===== config.mk =====
export PLATFORM = sky130hd
export DESIGN_NAME = dmux_stream
export DESIGN_NICKNAME = d
export VERILOG_FILES = /design/src/rtl/dmux_stream.sv
export SDC_FILE = /design/constraint.sdc
export NUM_CORES = 1
export LEC_CHECK = 0
export ABC_AREA = 1
export CAP_MARGIN = 20
export CORE_MARGIN = 2
export CORE_UTILIZATION = 40
export DETAILED_ROUTE_END_ITERATION = 12
export PLACE_DENSITY = 0.72
export SLEW_MARGIN = 30
export SYNTH_ARGS = -nofsm -noshare
export SYNTH_HDL_FRONTEND = slang
export SYNTH_SLANG_ARGS = --single-unit

===== constraint.sdc =====
create_clock -name clk -period 1.71 [get_ports clk]
set_input_delay 0.342 -clock clk [delete_from_list [all_inputs] [get_ports clk]]
set_output_delay 0.342 -clock clk [all_outputs]
set_load 0.005 [all_outputs]

===== src/rtl/dmux_stream.sv =====
// 1-to-N stream demultiplexer with a one-entry register per output channel.
// Unicast goes to in_sel; broadcast loads every channel in one all-or-nothing transfer.
module dmux_stream #(
    parameter int WIDTH = 8,
    parameter int SEL_W = 3
) (
    input  logic                        clk,
    input  logic                        rst,
    input  logic [WIDTH-1:0]            in_data,
    input  logic [SEL_W-1:0]            in_sel,
    input  logic                        in_bcast,
    input  logic                        in_valid,
    output logic                        in_ready,
    output logic [(2**SEL_W)*WIDTH-1:0] out_data,
    output logic [2**SEL_W-1:0]         out_valid,
    input  logic [2**SEL_W-1:0]         out_ready,
    output logic                        busy
);
    localparam int N = 2**SEL_W;

    logic [N-1:0]            vld_q, vld_d;
    logic [N-1:0][WIDTH-1:0] dat_q, dat_d;
    logic [N-1:0]            can_acc;
    logic [N-1:0]            load;
    logic                    accept;

    // A channel can take a word if it is empty or is being drained this cycle.
    // NOTE: every always_comb output gets a default first, so no latch is inferred.
    always_comb begin
        vld_d    = vld_q;
        dat_d    = dat_q;
        load     = '0;
        can_acc  = ~vld_q | out_ready;
        in_ready = !rst && (in_bcast ? &can_acc : can_acc[in_sel]);
        accept   = in_valid & in_ready;
        for (int i = 0; i < N; i++) begin
            load[i] = accept & (in_bcast | (in_sel == SEL_W'(i)));
            if (load[i]) begin
                vld_d[i] = 1'b1;
                dat_d[i] = in_data;
            end else if (out_ready[i]) begin
                vld_d[i] = 1'b0;
            end
        end
    end

    // NOTE: the data registers are reset too, because out_data must read zero after reset.
    always_ff @(posedge clk) begin
        if (rst) begin
            vld_q <= '0;
            dat_q <= '0;
        end else begin
            vld_q <= vld_d;
            dat_q <= dat_d;
        end
    end

    assign out_valid = vld_q;
    assign out_data  = dat_q;
    assign busy      = |vld_q;

endmodule


==> results of run 1 <==
==> cells in the final DEF, fill, tap and decap left out <==
master           instances
nor2_1                 137
clkdlybuf4s15_1          1
dfxtp_1                 66
a21oi_2                  2
o21ai_0                  7
nand2_2                 21
clkbuf_2                 1
dlygate4sd2_1           10
bufinv_16                3
nand4_2                  7
buf_12                  10
dlymetal6s2s_1           1
dfxtp_2                  6
nand3_1                  4
clkinv_4                 1
clkdlybuf4s50_1         82
nand2_1                124
nand4_4                  2
o21ai_1                  1
nor4_4                   2
clkbuf_8                 9
buf_4                   48
nand2_4                  1
a21oi_1                  6
inv_2                    5
nor2_2                   3
a21oi_4                  1
nor2_4                   1
clkinv_2                 2
inv_1                   74
buf_6                    2
nand3_2                  1
==> area by class of cell <==
| class | count | area [um2] |
|---|---|---|
| Clock buffer | 9 | 124 |
| Tap cell | 105 | 131 |
| Inverter | 79 | 297 |
| Fill cell | 744 | 3010 |
| Clock inverter | 6 | 109 |
| Timing Repair Buffer | 155 | 1520 |
| Multi-Input combinational cell | 320 | 1460 |
| Sequential cell | 72 | 1450 |
==> registers in the layout (all words and copies together), names as in the netlist <==
name and flops:
out_valid 8, out_data 64
==> per-layer routing <==
layer  track usage, %  share of wire [%]  vias to the layer above
met3             4.63                5.3                       21
met4             7.85                2.4                        0
met5                0                  0                        -
met2             36.1                 51                       82
met1             25.3                 42                     1481
li1                 -                  -                     1721
==> power by group through the flow <==
stage / sequential [W] / combinational, W / clock [W]
after floorplan: 0.00188 / 0.000346 / 0
after global placement: 0.00187 / 0.000751 / 0
after CTS: 0.00184 / 0.000799 / 0.00161
after detailed placement: 0.00187 / 0.000768 / 0
final: 0.00184 / 0.000806 / 0.00158
after global routing: 0.00185 / 0.000892 / 0.00168
==> logic make-up after synthesis <==
kind of cell    count (synthesis)
buf+inv                       103
compound gates                 17
simple gates                  302
flops                          72
==> critical path: cells and delay by family <==
family / cells / cell delay (ps)
buf+inv: 4 / 520
simple gates: 6 / 520
==> how the worst max path moves through the flow <==
stage | startpoint | endpoint | slack (ps)
detailed placement | in_sel[1] | in_ready | -600
floorplan | out_ready[2] | out_data[10]$_SDFFE_PP0P_ | 90
global route | out_valid[5]$_SDFFE_PP0P_ | in_ready | -80
CTS | out_valid[4]$_SDFFE_PP0P_ | in_ready | -40
global placement | in_sel[1] | in_ready | -580
finish | in_sel[1] | in_ready | -20
==> repair_timing <==
action | CTS | global route
buffers inserted | 21 | 0
setup endpoints to repair | 66 | 76
resized for setup | 39 | 18
gates cloned | 0 | 1
hold buffers | 0 | 0
pin swaps | 13 | 14
==> metrics by stage <==
step | TNS [ps] | power [W] | utilization [%] | hold slack (ps) | instances
2_1_floorplan | 0 | 0.00222 | - | 502 | 494
3_3_place_gp | -26030 | 0.00262 | 56.8 | 497 | 710
3_5_place_dp | -28270 | 0.00264 | 56.8 | 499 | 710
4_1_cts | -43.1 | 0.00424 | 62.2 | 485 | 746
5_1_grt | -1880 | 0.00442 | 62.9 | 541 | 746
6_report | -15.3 | 0.00422 | 62.9 | 512 | 746
==> out/metrics.cfg, run 1 <==
[logic_synthesis]
ys_seq_elements=72
synth-compound-area-share_pct=2.94
syn_area_mm2=0.00328
synth_top_cell_area_share_pct=44.0
muxShareOfSynthArea_pct=0
yosys.area_share.xor_xnor_pct=0
synth_edf_count=0
yosysMostFrequentCell=nor2_1
synth-simple-area-share_pct=38.3
synth-adder-area-share_pct=0
seq_area_frac_synth_pct=44.0
synth.largest_area_cell=dfxtp_1
syn_area_per_cell_um2=6.63
synthTopCellsByArea=dfxtp_1 44%, nor2_1 16%, nand2_1 16%
synth_top_family_by_area=simple AND/OR/NAND/NOR gates
synthesis.nets=517
synth_common_cells=140 x nor2_1, 136 x nand2_1, 78 x inv_1, 72 x dfxtp_1, 11 x buf_2
synth_flop_cell=dfxtp_1
ys_warn_count=0
async_flop_share_pct=0
yosysUniqueCellTypes=19
postSynthCellCount=494

[sta]
fmax_mhz=580
rsz0062_at_grt=true
slew_viol_final=0
fin_skew_ps=8.07
final.setup.worst_slack_ps=-15.3
final_hold_viol_count=0
finalSetupViolCount=1
slew_headroom_pct=70.4
worst_pin_slew_ps=443
fin_crit_sh_pct=101
period_needed_ps=1730

[clocking]
htreeDepth=3
cts_max_path_buffers=2
cts_tree=done
clock_sinks=72
cts_root_buf=clkbuf_8
cts.reportedPaths.clkPinSlew_ps=70
clock_latency_ps=330
cts_buffers=9

[power]
p_switching_w=0.00106
comb_power_share_pct=19.1
power.internal_w=0.00316
power_frac_clock_pct=37.4
p_leak_nw=2.59
seqPwrFrac_pct=43.5
powerDensity_mw_per_mm2=830
switching_share_pct=25.1
max-vdd-ir-drop_v=0.000385

[finish]
area_growth_pct=55.3
drive_gt1_share_pct=20.0
nets=660
final_area_mm2=0.00509
diodes=0

[placement]
portBuffers=96
dpl_cell_area_mm2=0.00460
gp_congestion=0.856
pre_cts_slack_ps=-598
dp_hpwl_mm=6.11

[global_routing]
grt_max_degree=39
grt_pass1_vias=3070
grt.overflow.total=0
grt_use_total_pct=20.9
antenna_found_initial=0
grt_pass1_wl_mm=14.4

[routing]
first_pass_iters=4
vias=3305
route.detailed.wl_per_inst_um=12.4
drtIter0Drc=120
ant_nets=0
viasPerCell=4.43
drc=0
wirelength_mm=9.22

[critical_path]
slowest_delay_ps=260
cpMaxStageDelayCell=dlygate4sd2_1
crit_path_max_fanout=3
required_ps=1370
crit_arrival_ps=1380
r2r_end=out_valid[5]$_SDFFE_PP0P_
ff2ff_path_depth=11
rrSetupSlack_ps=30
crit_chain=dlygate4sd2_1, inv_2, nand2_2, nor2_2, nor2_1, nand3_1, nand3_2, nand2_2, inv_2, buf_6
crit_path_start_kind=primary input
worstSetupEndpointType=output port
criticalPathCategory=primary input to output port
r2r-start=out_valid[5]$_SDFFE_PP0P_

[worst_hold_path]
min_path_cells=4
hold_start=out_data[25]$_SDFFE_PP0P_
holdPathEnd=out_data[25]$_SDFFE_PP0P_
hp-class=register to register

[floorplan]
ioPinCount=97
die_x_um=94.5
placementRows=33
start_util_pct=40.5
design.die.area_mm2=0.00893
core_area_mm2=0.00809
die_h_um=94.5

[run_status]
violations=negative setup slack
status=complete, but fails checks

[run]
max-cap-violations=0

No activity file was read; power rests on OpenSTA's default activity.
==> inputs of run 2 (changes only) <==
--- a/config.mk
+++ b/config.mk
@@ -10,7 +10,7 @@
 export CORE_MARGIN = 2
 export CORE_UTILIZATION = 40
 export DETAILED_ROUTE_END_ITERATION = 12
-export PLACE_DENSITY = 0.72
+export PLACE_DENSITY = 0.7
 export SLEW_MARGIN = 30
 export SYNTH_ARGS = -nofsm -noshare
 export SYNTH_HDL_FRONTEND = slang
==> constraint.sdc (replaced) <==
create_clock -name clk -period 2.2 [get_ports clk]
set_input_delay 0.44 -clock clk [delete_from_list [all_inputs] [get_ports clk]]
set_output_delay 0.44 -clock clk [all_outputs]
set_load 0.005 [all_outputs]
==> run 2 against run 1 <==
Effect of this change:
- non-clock buffer count is 31 lower
- the run now ends clean
- global-route usage is 1.1 points lower
- critical endpoint unchanged
- sequential power is 22% lower
- count of clock-buffer cells in the layout is 3 higher
- critical path depth stayed put
- total power is 29% lower
- register-to-register slack better by 530 ps
==> out/metrics.cfg, run 2 (synthesis results as in run 1) <==
[worst_hold_path]
min_path_cells=5  ; was 4
hp-class=primary input to register  ; was register to register
holdPathEnd=out_valid[2]$_SDFFE_PP0P_  ; was out_data[25]$_SDFFE_PP0P_
hold_start=out_ready[2]  ; was out_data[25]$_SDFFE_PP0P_

[placement]
dp_hpwl_mm=5.86  ; was 6.11 mm
dp_cells=697  ; was 710
gp_congestion=0.813  ; was 0.856
portBuffers=96  ; unchanged

[sta]
rsz0062_at_grt=false  ; was true
slew_headroom_pct=64.3  ; was 70.4%
fin_crit_sh_pct=95.1
finalSetupViolCount=0  ; was 1
whs_ps=486  ; was 512 ps
final_hold_viol_count=0  ; unchanged
worst_pin_slew_ps=533  ; was 443 ps
fmax_mhz=478
fin_skew_ps=7.35  ; was 8.07 ps
slew_viol_final=0  ; unchanged
period_needed_ps=2090

[critical_path]
rrSetupSlack_ps=560  ; was 30 ps
worstSetupEndpointType=output port  ; unchanged
crit_path_start_kind=primary input  ; unchanged
r2r-start=out_valid[2]$_SDFFE_PP0P_  ; was out_valid[5]$_SDFFE_PP0P_
slowest_delay_ps=450  ; was 260 ps
crit_path_max_fanout=3  ; unchanged
crit_chain=clkdlybuf4s50_1, inv_1, nand2_2, nand2_1, nor2_2, nand2_2, a21oi_4, nand2_1, inv_1, buf_2  ; was dlygate4sd2_1, inv_2, nand2_2, nor2_2, nor2_1, nand3_1, nand3_2, nand2_2, inv_2, buf_6
criticalPathCategory=primary input to output port  ; unchanged
cpMaxStageDelayCell=clkdlybuf4s50_1  ; was dlygate4sd2_1
crit_arrival_ps=1650  ; was 1380 ps
ff2ff_path_depth=10  ; was 11
r2r_end=out_data[39]$_SDFFE_PP0P_  ; was out_valid[5]$_SDFFE_PP0P_
worst-path-buf-inv=4  ; unchanged
required_ps=1760  ; was 1370 ps
path_delay_family=buffers and inverters  ; unchanged

[global_routing]
grt_use_total_pct=19.8  ; was 20.9%
grt.overflow.total=0  ; unchanged
grt_pass1_wl_mm=13.5  ; was 14.4 mm
antenna_found_initial=0  ; unchanged
grt_pass1_vias=2838  ; was 3,070
grt_max_degree=29  ; was 39

[floorplan]
design.die.area_mm2=0.00893  ; unchanged
ioPinCount=97  ; unchanged
start_util_pct=40.5  ; unchanged
core_area_mm2=0.00809  ; unchanged
die_h_um=94.5  ; unchanged
placementRows=33  ; unchanged
die_x_um=94.5  ; unchanged

[clocking]
cts.reportedPaths.clkPinSlew_ps=70  ; about the same
cts_buffers=9  ; unchanged
cts_root_buf=clkbuf_8  ; unchanged
clock_latency_ps=340  ; was 330 ps
cts_hold_buf=0  ; unchanged
cts_max_path_buffers=2  ; unchanged
cts_tree=done  ; unchanged
htreeDepth=3  ; unchanged
clock_sinks=72  ; unchanged

[routing]
ant_nets=0  ; unchanged
wirelength_mm=8.46  ; was 9.22 mm
drc=0  ; unchanged
first_pass_iters=4  ; unchanged
vias=3129  ; was 3,305
drtIter0Drc=113  ; was 120
viasPerCell=4.39  ; was 4.43
route.detailed.wl_per_inst_um=11.9  ; was 12.4 um

[finish]
diodes=0  ; unchanged
largest_reg_flops=64  ; unchanged
num-fill-cells=795  ; was 744
layout_common_cells=137 x nor2_1, 127 x nand2_1, 92 x clkdlybuf4s50_1, 75 x inv_1, 72 x dfxtp_1  ; was 137 x nor2_1, 124 x nand2_1, 82 x clkdlybuf4s50_1, 74 x inv_1, 66 x dfxtp_1
area_growth_pct=43.9  ; was 55.3%
nets=628  ; was 660
fin_cells=712  ; was 746
final_common_cell=nor2_1  ; unchanged
drive_gt1_share_pct=12.7  ; was 20.0%

[power]
finalPower_w=0.00299  ; was 0.00422 W
p_leak_nw=2.37  ; was 2.59 nW
powerDensity_mw_per_mm2=635  ; was 830 mW/mm2
max-vdd-ir-drop_v=0.000428  ; was 0.000385 V

[run_status]
status=complete, no violations  ; was complete, but fails checks

[run]
max-cap-violations=0  ; unchanged

## run 2: cell count changes in the layout (fill, tap and decap cells not counted), sizes merged
cell / previous run / this run
clkbuf: 10 / 12
dlygate4sd2: 10 / 1
clkdlybuf4s50: 82 / 92
bufinv: 3 / 1
nand4: 9 / 8
buf: 60 / 29
clkdlybuf4s15: 1 / 0
dlymetal6s2s: 1 / 2
clkinv: 3 / 0
## run 2: final cells by class
class	count	area, um2	area share [%]
Clock buffer	12	145	3.08
Clock inverter	1	30.0	0.637
Inverter	79	297	6.29
Multi-Input combinational cell	319	1390	29.4
Sequential cell	72	1440	30.6
Tap cell	105	131	2.79
Timing Repair Buffer	124	1280	27.2
## run 2: routing by layer
layer	up-vias	share of wire [%]	global-route usage [%]
met5	-	0	0
met4	0	1.2	6.52
met3	8	4.7	4.47
met2	68	47	33.8
met1	1403	47	24.8
li1	1650	-	-
## run 2: how the worst max path moves through the flow
| stage | startpoint | end | slack, ps | cells after the start |
|---|---|---|---|---|
| 6_report | out_ready[3] | in_ready | 110 | 10 |
| 5_1_grt | out_ready[3] | in_ready | 2 | 10 |
| 4_1_cts | in_sel[1] | in_ready | 4 | 10 |
| 3_5_place_dp | in_sel[0] | in_ready | -300 | 10 |
| 3_3_place_gp | out_ready[1] | in_ready | -270 | 10 |
| 2_1_floorplan | out_ready[2] | out_data[10]$_SDFFE_PP0P_ | 480 | 10 |
## run 2: where the power goes
| part | internal (W) | switching [W] |
|---|---|---|
| sequential | 0.00138 | 0.0000463 |
| clock | 0.000538 | 0.000449 |
| combinational | 0.000305 | 0.000274 |
| total | 0.00223 | 0.000769 |
## run 2: repair_timing
item / in CTS / in global routing
cloned: 0 / 0
resized for setup: 9 / 14
setup endpoints to repair: 1 / 1
pin swaps: 1 / 5
buffers inserted: 1 / 1
## run 2: worst reg2reg max path, cell delays in order, from the launching register on
cell and delay (ps):
dfxtp_1 360, nand2_2 100, nand2_1 70, nor2_2 90, nand2_2 70, a21oi_4 150
buf_4 200, nand4_2 150, buf_12 190, nor2_1 100, nor2_1 60
## run 2: per-stage QoR
stage          TNS (ps)  area [um2]  worst slack, ps  utilization [%]
2_1_floorplan         0        3280              478                -
3_3_place_gp       -271        4490             -271             55.5
3_5_place_dp       -430        4490             -300             55.5
4_1_cts               0        4690             3.53             57.9
5_1_grt               0        4710             1.92             58.3
6_report              0        4710              109             58.3
==> inputs of run 3 (changes only) <==
--- a/config.mk
+++ b/config.mk
@@ -15,3 +15,4 @@
 export SYNTH_ARGS = -nofsm -noshare
 export SYNTH_HDL_FRONTEND = slang
 export SYNTH_SLANG_ARGS = --single-unit
+export TNS_END_PERCENT = 5
==> results of run 3 <==
No change in the layout: final DEF, timing and power equal those of run 2.
